==> config.mk <==
export PLATFORM = sky130hd
export DESIGN_NAME = zilla_div_issue_ctrl
export DESIGN_NICKNAME = d
export VERILOG_FILES = /design/src/rtl/zilla_div_pkg.sv /design/src/rtl/zilla_div_special.sv /design/src/rtl/zilla_div_issue_ctrl.sv
export SDC_FILE = /design/constraint.sdc
export NUM_CORES = 1
export LEC_CHECK = 0
export ABC_AREA = 1
export CORE_ASPECT_RATIO = 2
export CORE_MARGIN = 5
export CORE_UTILIZATION = 47
export CTS_CLUSTER_SIZE = 24
export DETAILED_ROUTE_END_ITERATION = 8
export PLACE_DENSITY = 0.86
export SETUP_SLACK_MARGIN = 0.05
export SYNTH_ARGS = -nofsm -noshare
export SYNTH_HDL_FRONTEND = slang
export SYNTH_HIERARCHICAL = 1
export SYNTH_SLANG_ARGS = --single-unit
==> constraint.sdc <==
create_clock -name clk_i -period 3.1 [get_ports clk_i]
set_clock_uncertainty 0.1 [all_clocks]
set_input_delay 0.31 -clock clk_i [delete_from_list [all_inputs] [get_ports clk_i]]
set_output_delay 0.31 -clock clk_i [all_outputs]
set_load 0.05 [all_outputs]
==> src/rtl/zilla_div_pkg.sv <==
// Shared definitions for the RV32M divide issue controller: decode constants,
// special-case result constants and the controller state encoding.
package zilla_div_pkg;

  localparam logic [6:0]  OPC_OP        = 7'b0110011;
  localparam logic [6:0]  F7_MULDIV     = 7'b0000001;
  localparam logic [2:0]  F3_DIV        = 3'b100;
  localparam logic [2:0]  F3_DIVU       = 3'b101;
  localparam logic [2:0]  F3_REM        = 3'b110;
  localparam logic [2:0]  F3_REMU       = 3'b111;

  localparam logic [31:0] DIV_BY_ZERO_Q = 32'hFFFF_FFFF;
  localparam logic [31:0] INT_MIN       = 32'h8000_0000;

  typedef enum logic [2:0] {
    ST_IDLE  = 3'd0,
    ST_ISSUE = 3'd1,
    ST_WAIT  = 3'd2,
    ST_DRAIN = 3'd3,
    ST_DONE  = 3'd4
  } div_state_e;

  // True for DIV/DIVU/REM/REMU: OP major opcode, MULDIV funct7, funct3[2] set.
  function automatic logic is_div_instr(input logic [31:0] instr);
    return (instr[6:0] == OPC_OP) && (instr[31:25] == F7_MULDIV) && instr[14];
  endfunction

endpackage

==> src/rtl/zilla_div_special.sv <==
// Combinational detector for divide cases resolved without the divider:
// divide-by-zero and signed overflow (most-negative / -1), with their results.
module zilla_div_special
  import zilla_div_pkg::*;
#(
  parameter int DATA_WIDTH = 32
) (
  input  logic [2:0]            funct3_i,
  input  logic [DATA_WIDTH-1:0] dividend_i,
  input  logic [DATA_WIDTH-1:0] divisor_i,
  output logic                  special_o,
  output logic [DATA_WIDTH-1:0] result_o
);

  // Width-generic forms of DIV_BY_ZERO_Q and INT_MIN.
  localparam logic [DATA_WIDTH-1:0] ALL_ONES_W = {DATA_WIDTH{1'b1}};
  localparam logic [DATA_WIDTH-1:0] ZERO_W     = {DATA_WIDTH{1'b0}};
  localparam logic [DATA_WIDTH-1:0] INT_MIN_W  = {1'b1, {(DATA_WIDTH-1){1'b0}}};

  logic signed_op_s;
  logic rem_op_s;
  logic div_zero_s;
  logic overflow_s;

  assign signed_op_s = (funct3_i == F3_DIV) || (funct3_i == F3_REM);
  assign rem_op_s    = (funct3_i == F3_REM) || (funct3_i == F3_REMU);
  assign div_zero_s  = (divisor_i == ZERO_W);
  assign overflow_s  = signed_op_s && (dividend_i == INT_MIN_W) && (divisor_i == ALL_ONES_W);
  assign special_o   = div_zero_s || overflow_s;

  // Select the architecturally defined result for the detected special case.
  always_comb begin
    result_o = ZERO_W;
    if (div_zero_s) begin
      result_o = rem_op_s ? dividend_i : ALL_ONES_W;
    end else if (overflow_s) begin
      result_o = rem_op_s ? ZERO_W : INT_MIN_W;
    end else begin
      result_o = ZERO_W;
    end
  end

endmodule

==> src/rtl/zilla_div_issue_ctrl.sv <==
// Execute-stage initiator for the RV32M divider: accepts divide instructions,
// resolves special cases locally, issues the rest to the divider wrapper,
// stalls until the result returns, drains orphaned results after a flush and
// aborts a stuck wait with a watchdog.
module zilla_div_issue_ctrl
  import zilla_div_pkg::*;
#(
  parameter int DATA_WIDTH     = 32,
  parameter int TIMEOUT_CYCLES = 64
) (
  input  logic                  clk_i,
  input  logic                  rst_i,
  input  logic                  valid_i,
  input  logic [31:0]           instr_i,
  input  logic [DATA_WIDTH-1:0] rs1_val_i,
  input  logic [DATA_WIDTH-1:0] rs2_val_i,
  input  logic                  flush_i,
  output logic                  stall_o,
  output logic                  div_en_o,
  output logic [DATA_WIDTH-1:0] div_dividend_o,
  output logic [DATA_WIDTH-1:0] div_divisor_o,
  output logic [31:0]           div_opcode_o,
  input  logic [DATA_WIDTH-1:0] div_result_i,
  input  logic                  div_valid_i,
  input  logic                  div_busy_i,
  output logic                  wb_valid_o,
  output logic [4:0]            wb_rd_o,
  output logic [DATA_WIDTH-1:0] wb_data_o,
  output logic                  err_o
);

  localparam int               CNT_W    = $clog2(TIMEOUT_CYCLES + 1);
  localparam logic [CNT_W-1:0] CNT_LAST = CNT_W'(TIMEOUT_CYCLES - 1);
  localparam logic [CNT_W-1:0] CNT_ONE  = CNT_W'(1);

  div_state_e            state_r;
  div_state_e            next_state_s;
  logic                  is_div_s;
  logic                  special_s;
  logic [DATA_WIDTH-1:0] special_res_s;
  logic                  accept_s;
  logic                  cap_div_s;
  logic                  timeout_s;
  logic                  cnt_last_s;
  logic                  waiting_s;
  logic [CNT_W-1:0]      cnt_r;
  logic [DATA_WIDTH-1:0] dividend_r;
  logic [DATA_WIDTH-1:0] divisor_r;
  logic [31:0]           opcode_r;
  logic [4:0]            rd_r;
  logic [DATA_WIDTH-1:0] wb_data_r;
  logic                  wb_valid_r;
  logic                  err_r;

  zilla_div_special #(
    .DATA_WIDTH (DATA_WIDTH)
  ) u_special (
    .funct3_i   (instr_i[14:12]),
    .dividend_i (rs1_val_i),
    .divisor_i  (rs2_val_i),
    .special_o  (special_s),
    .result_o   (special_res_s)
  );

  assign is_div_s   = is_div_instr(instr_i);
  assign waiting_s  = (state_r == ST_WAIT) || (state_r == ST_DRAIN);
  assign cnt_last_s = (cnt_r == CNT_LAST);

  // Stall and issue depend on same-cycle flush, so they are decoded directly.
  assign stall_o  = (state_r == ST_ISSUE) || waiting_s ||
                    ((state_r == ST_IDLE) && valid_i && is_div_s && !flush_i);
  assign div_en_o = (state_r == ST_ISSUE) && !flush_i;

  assign div_dividend_o = dividend_r;
  assign div_divisor_o  = divisor_r;
  assign div_opcode_o   = opcode_r;
  assign wb_valid_o     = wb_valid_r;
  assign wb_rd_o        = rd_r;
  assign wb_data_o      = wb_data_r;
  assign err_o          = err_r;

  // Next-state logic with acceptance, result capture and watchdog decisions.
  always_comb begin
    next_state_s = state_r;
    accept_s     = 1'b0;
    cap_div_s    = 1'b0;
    timeout_s    = 1'b0;
    case (state_r)
      ST_IDLE: begin
        if (valid_i && is_div_s && !flush_i && !div_busy_i) begin
          accept_s     = 1'b1;
          next_state_s = special_s ? ST_DONE : ST_ISSUE;
        end else begin
          next_state_s = ST_IDLE;
        end
      end
      ST_ISSUE: begin
        next_state_s = flush_i ? ST_IDLE : ST_WAIT;
      end
      ST_WAIT: begin
        if (div_valid_i && flush_i) begin
          next_state_s = ST_IDLE;
        end else if (div_valid_i) begin
          cap_div_s    = 1'b1;
          next_state_s = ST_DONE;
        end else if (flush_i) begin
          next_state_s = ST_DRAIN;
        end else if (cnt_last_s) begin
          timeout_s    = 1'b1;
          next_state_s = ST_IDLE;
        end else begin
          next_state_s = ST_WAIT;
        end
      end
      ST_DRAIN: begin
        if (div_valid_i) begin
          next_state_s = ST_IDLE;
        end else if (cnt_last_s) begin
          timeout_s    = 1'b1;
          next_state_s = ST_IDLE;
        end else begin
          next_state_s = ST_DRAIN;
        end
      end
      ST_DONE: begin
        next_state_s = ST_IDLE;
      end
      default: begin
        next_state_s = ST_IDLE;
      end
    endcase
  end

  // State register.
  always_ff @(posedge clk_i or negedge rst_i) begin
    if (!rst_i) begin
      state_r <= ST_IDLE;
    end else begin
      state_r <= next_state_s;
    end
  end

  // Watchdog counter: cleared entering WAIT/DRAIN, counts every cycle spent there.
  always_ff @(posedge clk_i or negedge rst_i) begin
    if (!rst_i) begin
      cnt_r <= {CNT_W{1'b0}};
    end else if (((next_state_s == ST_WAIT) || (next_state_s == ST_DRAIN)) &&
                 (next_state_s != state_r)) begin
      cnt_r <= {CNT_W{1'b0}};
    end else if (waiting_s) begin
      cnt_r <= cnt_r + CNT_ONE;
    end else begin
      cnt_r <= cnt_r;
    end
  end

  // Operand/instruction capture at acceptance; held while the divider samples them.
  always_ff @(posedge clk_i or negedge rst_i) begin
    if (!rst_i) begin
      dividend_r <= {DATA_WIDTH{1'b0}};
      divisor_r  <= {DATA_WIDTH{1'b0}};
      opcode_r   <= 32'h0000_0000;
      rd_r       <= 5'd0;
    end else if (accept_s) begin
      dividend_r <= rs1_val_i;
      divisor_r  <= rs2_val_i;
      opcode_r   <= instr_i;
      rd_r       <= instr_i[11:7];
    end else begin
      dividend_r <= dividend_r;
      divisor_r  <= divisor_r;
      opcode_r   <= opcode_r;
      rd_r       <= rd_r;
    end
  end

  // Writeback data: local special result at acceptance or divider result in WAIT.
  always_ff @(posedge clk_i or negedge rst_i) begin
    if (!rst_i) begin
      wb_data_r <= {DATA_WIDTH{1'b0}};
    end else if (accept_s && special_s) begin
      wb_data_r <= special_res_s;
    end else if (cap_div_s) begin
      wb_data_r <= div_result_i;
    end else begin
      wb_data_r <= wb_data_r;
    end
  end

  // One-cycle writeback-valid and watchdog-error pulses.
  always_ff @(posedge clk_i or negedge rst_i) begin
    if (!rst_i) begin
      wb_valid_r <= 1'b0;
      err_r      <= 1'b0;
    end else begin
      wb_valid_r <= (next_state_s == ST_DONE);
      err_r      <= timeout_s;
    end
  end

endmodule

==> results of run 1 <==
## cell families after synthesis
family / count (synthesis)
flip-flops: 140
AND/OR/NAND/NOR: 618
buffers and inverters: 132
adder cells (fa/ha/maj): 1
AO/OA/AOI/OAI: 19
XOR/XNOR: 4
## layer usage
layer  routed length, um  vias to the layer above  track usage, %
met1                8070                     3313            30.6
met2               13100                      297            51.1
li1                    -                     3342               -
met3                1570                       89            5.70
met5                   0                        -               0
met4                1490                        0            16.5
## power by group
group,internal (mW),switching [mW]
Clock,1.21,0.824
Sequential,2.03,0.142
Combinational,0.589,1.05
Total,3.82,2.02
## cells in the final DEF (no fill, tap or decap), types with 2 or more instances in the layout
cell             Yosys  routed
a21oi_1              2       2
buf_12               0       2
buf_4                5      13
bufinv_16            0       2
clkbuf_1            27       2
clkbuf_16            0      17
clkdlybuf4s50_1      0     268
clkinv_4             0       2
clkinvlp_4           0       2
dfrtp_1            140     140
inv_1               77      77
inv_2                2       2
inv_6                0       7
nand2_1            340     339
nand3_1            112     112
nand3b_1             3       3
nand4_1             23      23
nor2_1             102     101
nor2_2              28      28
nor2_4               2       3
nor3_1               3       3
o21ai_0             15      15
xor2_1               3       3
## sequential cells by signal (all words and copies together), names as in the netlist
signal and count:
wb_valid_o 1, state_r 3, cnt_r 7, div_dividend_o 32
div_divisor_o 32, err_o 1, div_opcode_o 32, wb_data_o 32
## how the worst min path moves through the flow
stage / depth (start not counted) / from / end
detailed placement: 1 / rst_i / div_divisor_o[0]$_DFFE_PN0P_
global route: 3 / instr_i[17] / div_opcode_o[17]$_DFFE_PN0P_
floorplan: 0 / rst_i / cnt_r[0]$_DFFE_PN0P_
global placement: 1 / rst_i / div_divisor_o[0]$_DFFE_PN0P_
CTS: 3 / instr_i[10] / div_opcode_o[10]$_DFFE_PN0P_
finish: 3 / instr_i[16] / div_opcode_o[16]$_DFFE_PN0P_
## area by class of cell
cell class	instances	area [um2]	share of cell area, %
Timing Repair Buffer	285	2840	27.6
Multi-Input combinational cell	642	2810	27.3
Sequential cell	140	3500	34.1
Inverter	80	300	2.92
Antenna cell	1	2.50	0.0243
Tap cell	192	240	2.34
Clock buffer	19	433	4.21
Clock inverter	13	154	1.50
## through the flow
step                      cells  area [um2]
after floorplan             914        6850
after global placement     1338        9680
after detailed placement   1338        9680
after CTS                  1371       10300
after global routing       1372       10300
final                      1372       10300
## repair_timing
item | in CTS | in global routing
hold buffers | 1 | 0
hold endpoints to repair | 64 | 0
gates resized for setup | 0 | 0
## critical path: stages (launching register included)
cell             delay (ps)
dfrtp_1                 440
nor4_1                  490
clkdlybuf4s50_1         910
==> flow_summary_export.csv, run 1 <==
group,metric,value,unit
timing,timing.hold.ws,352,ps
placement,port_buffers,270,
placement,routabilityCongestion,0.887,
pwr,ir_drop,0.367,mV
timing,fmax,376,MHz
synth,synth_edf_count,0,
clocking,clock_latency,410,ps
timing,min_period,2660,ps
detailed_routing,vias,7041,
synth,yosys.cell_types.count,29,
synth,synth_mux_area_share,0,%
setup_path,reg2reg_from,"state_r[1]$_DFF_PN0_",
detailed_routing,drt-total-wl,24200,um
detailed_routing,ant_nets,0,
die,dieArea,17200,um2
synth,synthArstFlopShare,100,%
final_layout,drive_above_1_share,7.12,%
setup_path,r2r_cells,10,
synth,synth_most_common_cell,"nand2_1",
final_layout,final_util,71.7,%
pwr,power-per-cell-area,568,nW/um2
setup_path,r2r_slack,800,ps
synth,synth_common_cells,"340 x nand2_1, 140 x dfrtp_1, 112 x nand3_1",
synth,ys_warn_count,6,
synth,synth-seq-cells,140,
synth,synth_fa_ha_area_share,0.183,%
status,status,"finished, final reports clean",
synth,netlist_top_cells_area,"dfrtp_1 51%, nand2_1 19%, nand3_1 8.2%, nor2_1 5.6%, inv_1 4.2%",
synth,synth_top_family_by_area,"simple AND/OR/NAND/NOR gates",
timing,timing.final.hold_violations,0,
setup_path,cp.required,2690,ps
synth,netlist_area,6850,um2
detailed_routing,routed_via_density,5.13,
final_layout,nNetsFinal,1301,
die,start_util,47.8,%
die,ios,271,
synth,synth_xor_area_share,0.511,%
run,max-cap-violations,0,
synth,yosys.area_share.simple,38.6,%
setup_path,cp-startpoint,"state_r[2]$_DFF_PN0_",
synth,syn_area_per_cell,7.50,um2
clocking,post-cts-setup-buffers,0,
clocking,cts_num_sinks,140,
final_layout,syn_to_final_growth,50.0,%
detailed_routing,drt_iter0_markers,393,
clocking,htreeDepth,4,
setup_path,crit_path_max_fanout,5,
clocking,cts_root_buf,"clkbuf_16",
hold_path,hp-class,"primary input to flip-flop",
global_routing,gr-usage-all-layers,28.8,%
setup_path,end_kind,"output pin",
global_routing,overflow,0,
detailed_routing,dr.pass1.iters,6,
synth,yosysSeqAreaShare,51.1,%
setup_path,cp-start-kind,"flip-flop",
global_routing,grt_max_degree,67,
timing,fin_crit_sh,85.8,%
synth,synth_compound_area_share,1.46,%
clocking,numCtsBuffers,17,
timing,setup_viol,0,
timing,maxSlewViolCount,0,
setup_path,crit_end,"div_en_o",
pwr,power,5.84,mW
timing,fin_tns_setup,0,ps
synth,syn_nets,1049,
global_routing,grt_pass1_vias,7342,
die,coreArea,14400,um2
clocking,cts_tree,"done",
global_routing,grt_pass1_wl,38100,um
clocking,ctsLongestPathBuffers,2,
global_routing,antenna_found_initial,1,
timing,rsz0062_at_grt,"false",
setup_path,path_class,"flip-flop to output pin",
final_layout,fillers,1127,
pwr,p_leak,5.22,nW
die,rows,62,
detailed_routing,wire_per_inst,17.6,um
synth,synth.top_cell.area_share,51.1,%
timing,tightest_slew,712,ps
placement,hpwl,18200,um
timing,slew_headroom,52.2,%
setup_path,critPathArrivalTime,2250,ps
placement,place_ws,279,ps
detailed_routing,drc_errors,0,
timing,fin_ws,439,ps
synth,synth_top_cell_by_area,"dfrtp_1",
synth,synth_ff_type,"dfrtp_1",
setup_path,r2r_end,"wb_data_o[15]$_DFFE_PN0P_",
clocking,clkTransAtPathRegs,70,ps
die,dieWidth,95.4,um
synth,synthCells,914,
die,die_height,181,um
Power figures use the tool's default switching activity.
==> inputs of run 2 (changes only) <==
--- a/config.mk
+++ b/config.mk
@@ -8,10 +8,10 @@
 export ABC_AREA = 1
 export CORE_ASPECT_RATIO = 2
 export CORE_MARGIN = 5
-export CORE_UTILIZATION = 47
+export CORE_UTILIZATION = 44
 export CTS_CLUSTER_SIZE = 24
 export DETAILED_ROUTE_END_ITERATION = 8
-export PLACE_DENSITY = 0.86
+export PLACE_DENSITY = 0.81
 export SETUP_SLACK_MARGIN = 0.05
 export SYNTH_ARGS = -nofsm -noshare
 export SYNTH_HDL_FRONTEND = slang
==> constraint.sdc (replaced) <==
create_clock -name clk_i -period 2.7 [get_ports clk_i]
set_clock_uncertainty 0.1 [all_clocks]
set_input_delay 0.27 -clock clk_i [delete_from_list [all_inputs] [get_ports clk_i]]
set_output_delay 0.27 -clock clk_i [all_outputs]
set_load 0.05 [all_outputs]
==> run 2 against run 1 <==
Sequential share of layout area shrank 0.20 points. Critical path depth grew 9. Die area grew 6.3%. Global-route usage shrank 3.1 points. Non-clock buffer count grew 4. Setup slack lost 31 ps.
==> flow_summary_export.csv, run 2 (synthesis results as in run 1) <==
group,metric,value,unit
pwr,ir_drop,0.396,mV
global_routing,antenna_found_initial,0,
timing,rsz0062_at_grt,"false",
die,ios,271,
setup_path,r2r_slack,570,ps
timing,fin_crit_sh,84.9,%
clocking,clkTransAtPathRegs,60,ps
timing,timing.final.hold_violations,0,
final_layout,antenna_cells,0,
timing,fmax,436,MHz
timing,fin_tns_setup,0,ps
clocking,numCtsBuffers,17,
detailed_routing,routed_via_density,4.99,
timing,setup_viol,0,
detailed_routing,dr.pass1.iters,4,
pwr,power-per-cell-area,644,nW/um2
global_routing,grt_max_degree,61,
placement,routabilityCongestion,0.893,
die,coreArea,15300,um2
placement,port_buffers,270,
detailed_routing,drt-total-wl,23500,um
placement,hpwl,17800,um
clocking,cts_resized,0,
detailed_routing,ant_nets,0,
final_layout,drive_above_1_share,7.61,%
clocking,cts_root_buf,"clkbuf_16",
clocking,cts_tree,"done",
status,status,"finished, final reports clean",
setup_path,r2r_end,"wb_data_o[0]$_DFFE_PN0P_",
clocking,htreeDepth,4,
global_routing,overflow,0,
setup_path,r2r_cells,9,
final_layout,seq_area,3500,um2
final_layout,mostFrequentLayoutCells,"339 x nand2_1, 267 x clkdlybuf4s50_1, 140 x dfrtp_1",
final_layout,multi_input_area,2820,um2
die,dieWidth,98.3,um
clocking,ctsLongestPathBuffers,2,
detailed_routing,drc_errors,0,
setup_path,crit_path_max_fanout,21,
global_routing,gr-usage-all-layers,25.7,%
final_layout,syn_to_final_growth,50.9,%
placement,dp_cells,1348,
timing,fin_ws,408,ps
setup_path,critPathArrivalTime,2490,ps
setup_path,cp-start-kind,"primary input",
clocking,cts_num_sinks,140,
final_layout,final_util,67.6,%
global_routing,grt_pass1_wl,36900,um
final_layout,nNetsFinal,1305,
detailed_routing,vias,6887,
setup_path,cp.required,2900,ps
hold_path,hp-class,"primary input to asynchronous set/reset pin",
final_layout,layout_commonest_cell,"nand2_1",
setup_path,reg2reg_from,"state_r[2]$_DFF_PN0_",
detailed_routing,drt_iter0_markers,380,
setup_path,path_class,"primary input to flip-flop",
setup_path,end_kind,"flip-flop",
die,die_height,187,um
placement,place_ws,5.31,ps
timing,maxSlewViolCount,0,
final_layout,fillers,1285,
clocking,clock_latency,410,ps
detailed_routing,wire_per_inst,17.0,um
die,rows,64,
timing,tightest_slew,665,ps
run,max-cap-violations,0,
global_routing,grt_pass1_vias,7011,
die,dieArea,18300,um2
final_layout,final_cells,1381,
timing,min_period,2290,ps
pwr,p_leak,5.24,nW
die,start_util,44.8,%
timing,slew_headroom,55.4,%
==> run 2: repair_timing <==
action,in CTS,in global routing
endpoints found under the hold margin,57,0
hold buffers,1,0
buffers inserted,0,0
==> run 2: worst max-delay path, cell delays in order <==
cell and delay, ps:
clkdlybuf4s50_1 520, nand4_1 120, nor2_1 200, nand2_1 80, nor2_1 250, nand3_1 120, nand2_1 220, nand4_2 200
buf_4 250, o21ai_0 170, nand2_1 70
==> run 2: worst max path at each step <==
stage	depth (start not counted)	end	slack, ps	start
floorplan	4	cnt_r[4]$_DFFE_PN0P_	430	state_r[2]$_DFF_PN0_
global placement	13	wb_data_o[15]$_DFFE_PN0P_	10	rs2_val_i[6]
detailed placement	13	wb_data_o[15]$_DFFE_PN0P_	5	rs2_val_i[6]
CTS	9	stall_o	410	flush_i
global route	9	stall_o	210	flush_i
finish	11	wb_data_o[11]$_DFFE_PN0P_	410	rs2_val_i[6]
==> run 2: power breakdown <==
part	internal, mW	switching, mW	total (mW)
clock	1.39	0.912	2.30
sequential	2.33	0.150	2.48
combinational	0.680	1.20	1.88
==> run 2: final cells by class <==
cell class	instances	share of cell area, %
inverters	80	2.90
multi-input cells	642	27.2
repair buffers	289	28.0
well taps	198	2.39
clock buffers	20	4.32
flip-flops and latches	140	33.9
clock inverters	12	1.33
==> run 2: layer usage <==
| metal | vias up | part of all wire (%) | global-route usage [%] |
|---|---|---|---|
| met5 | - | 0 | 0 |
| li1 | 3347 | - | - |
| met2 | 267 | 54 | 46.4 |
| met1 | 3218 | 36 | 28.0 |
| met3 | 55 | 5.4 | 4.90 |
| met4 | 0 | 4.8 | 13.2 |
==> run 2: stage by stage <==
| stage | power (mW) | area (um2) | hold slack (ps) |
|---|---|---|---|
| after global placement | 4.36 | 9750 | 177 |
| after global routing | 6.92 | 10300 | 315 |
| final | 6.66 | 10300 | 297 |
| after floorplan | 3.55 | 6860 | -126 |
| after CTS | 6.71 | 10300 | 295 |
| after detailed placement | 4.39 | 9750 | 181 |
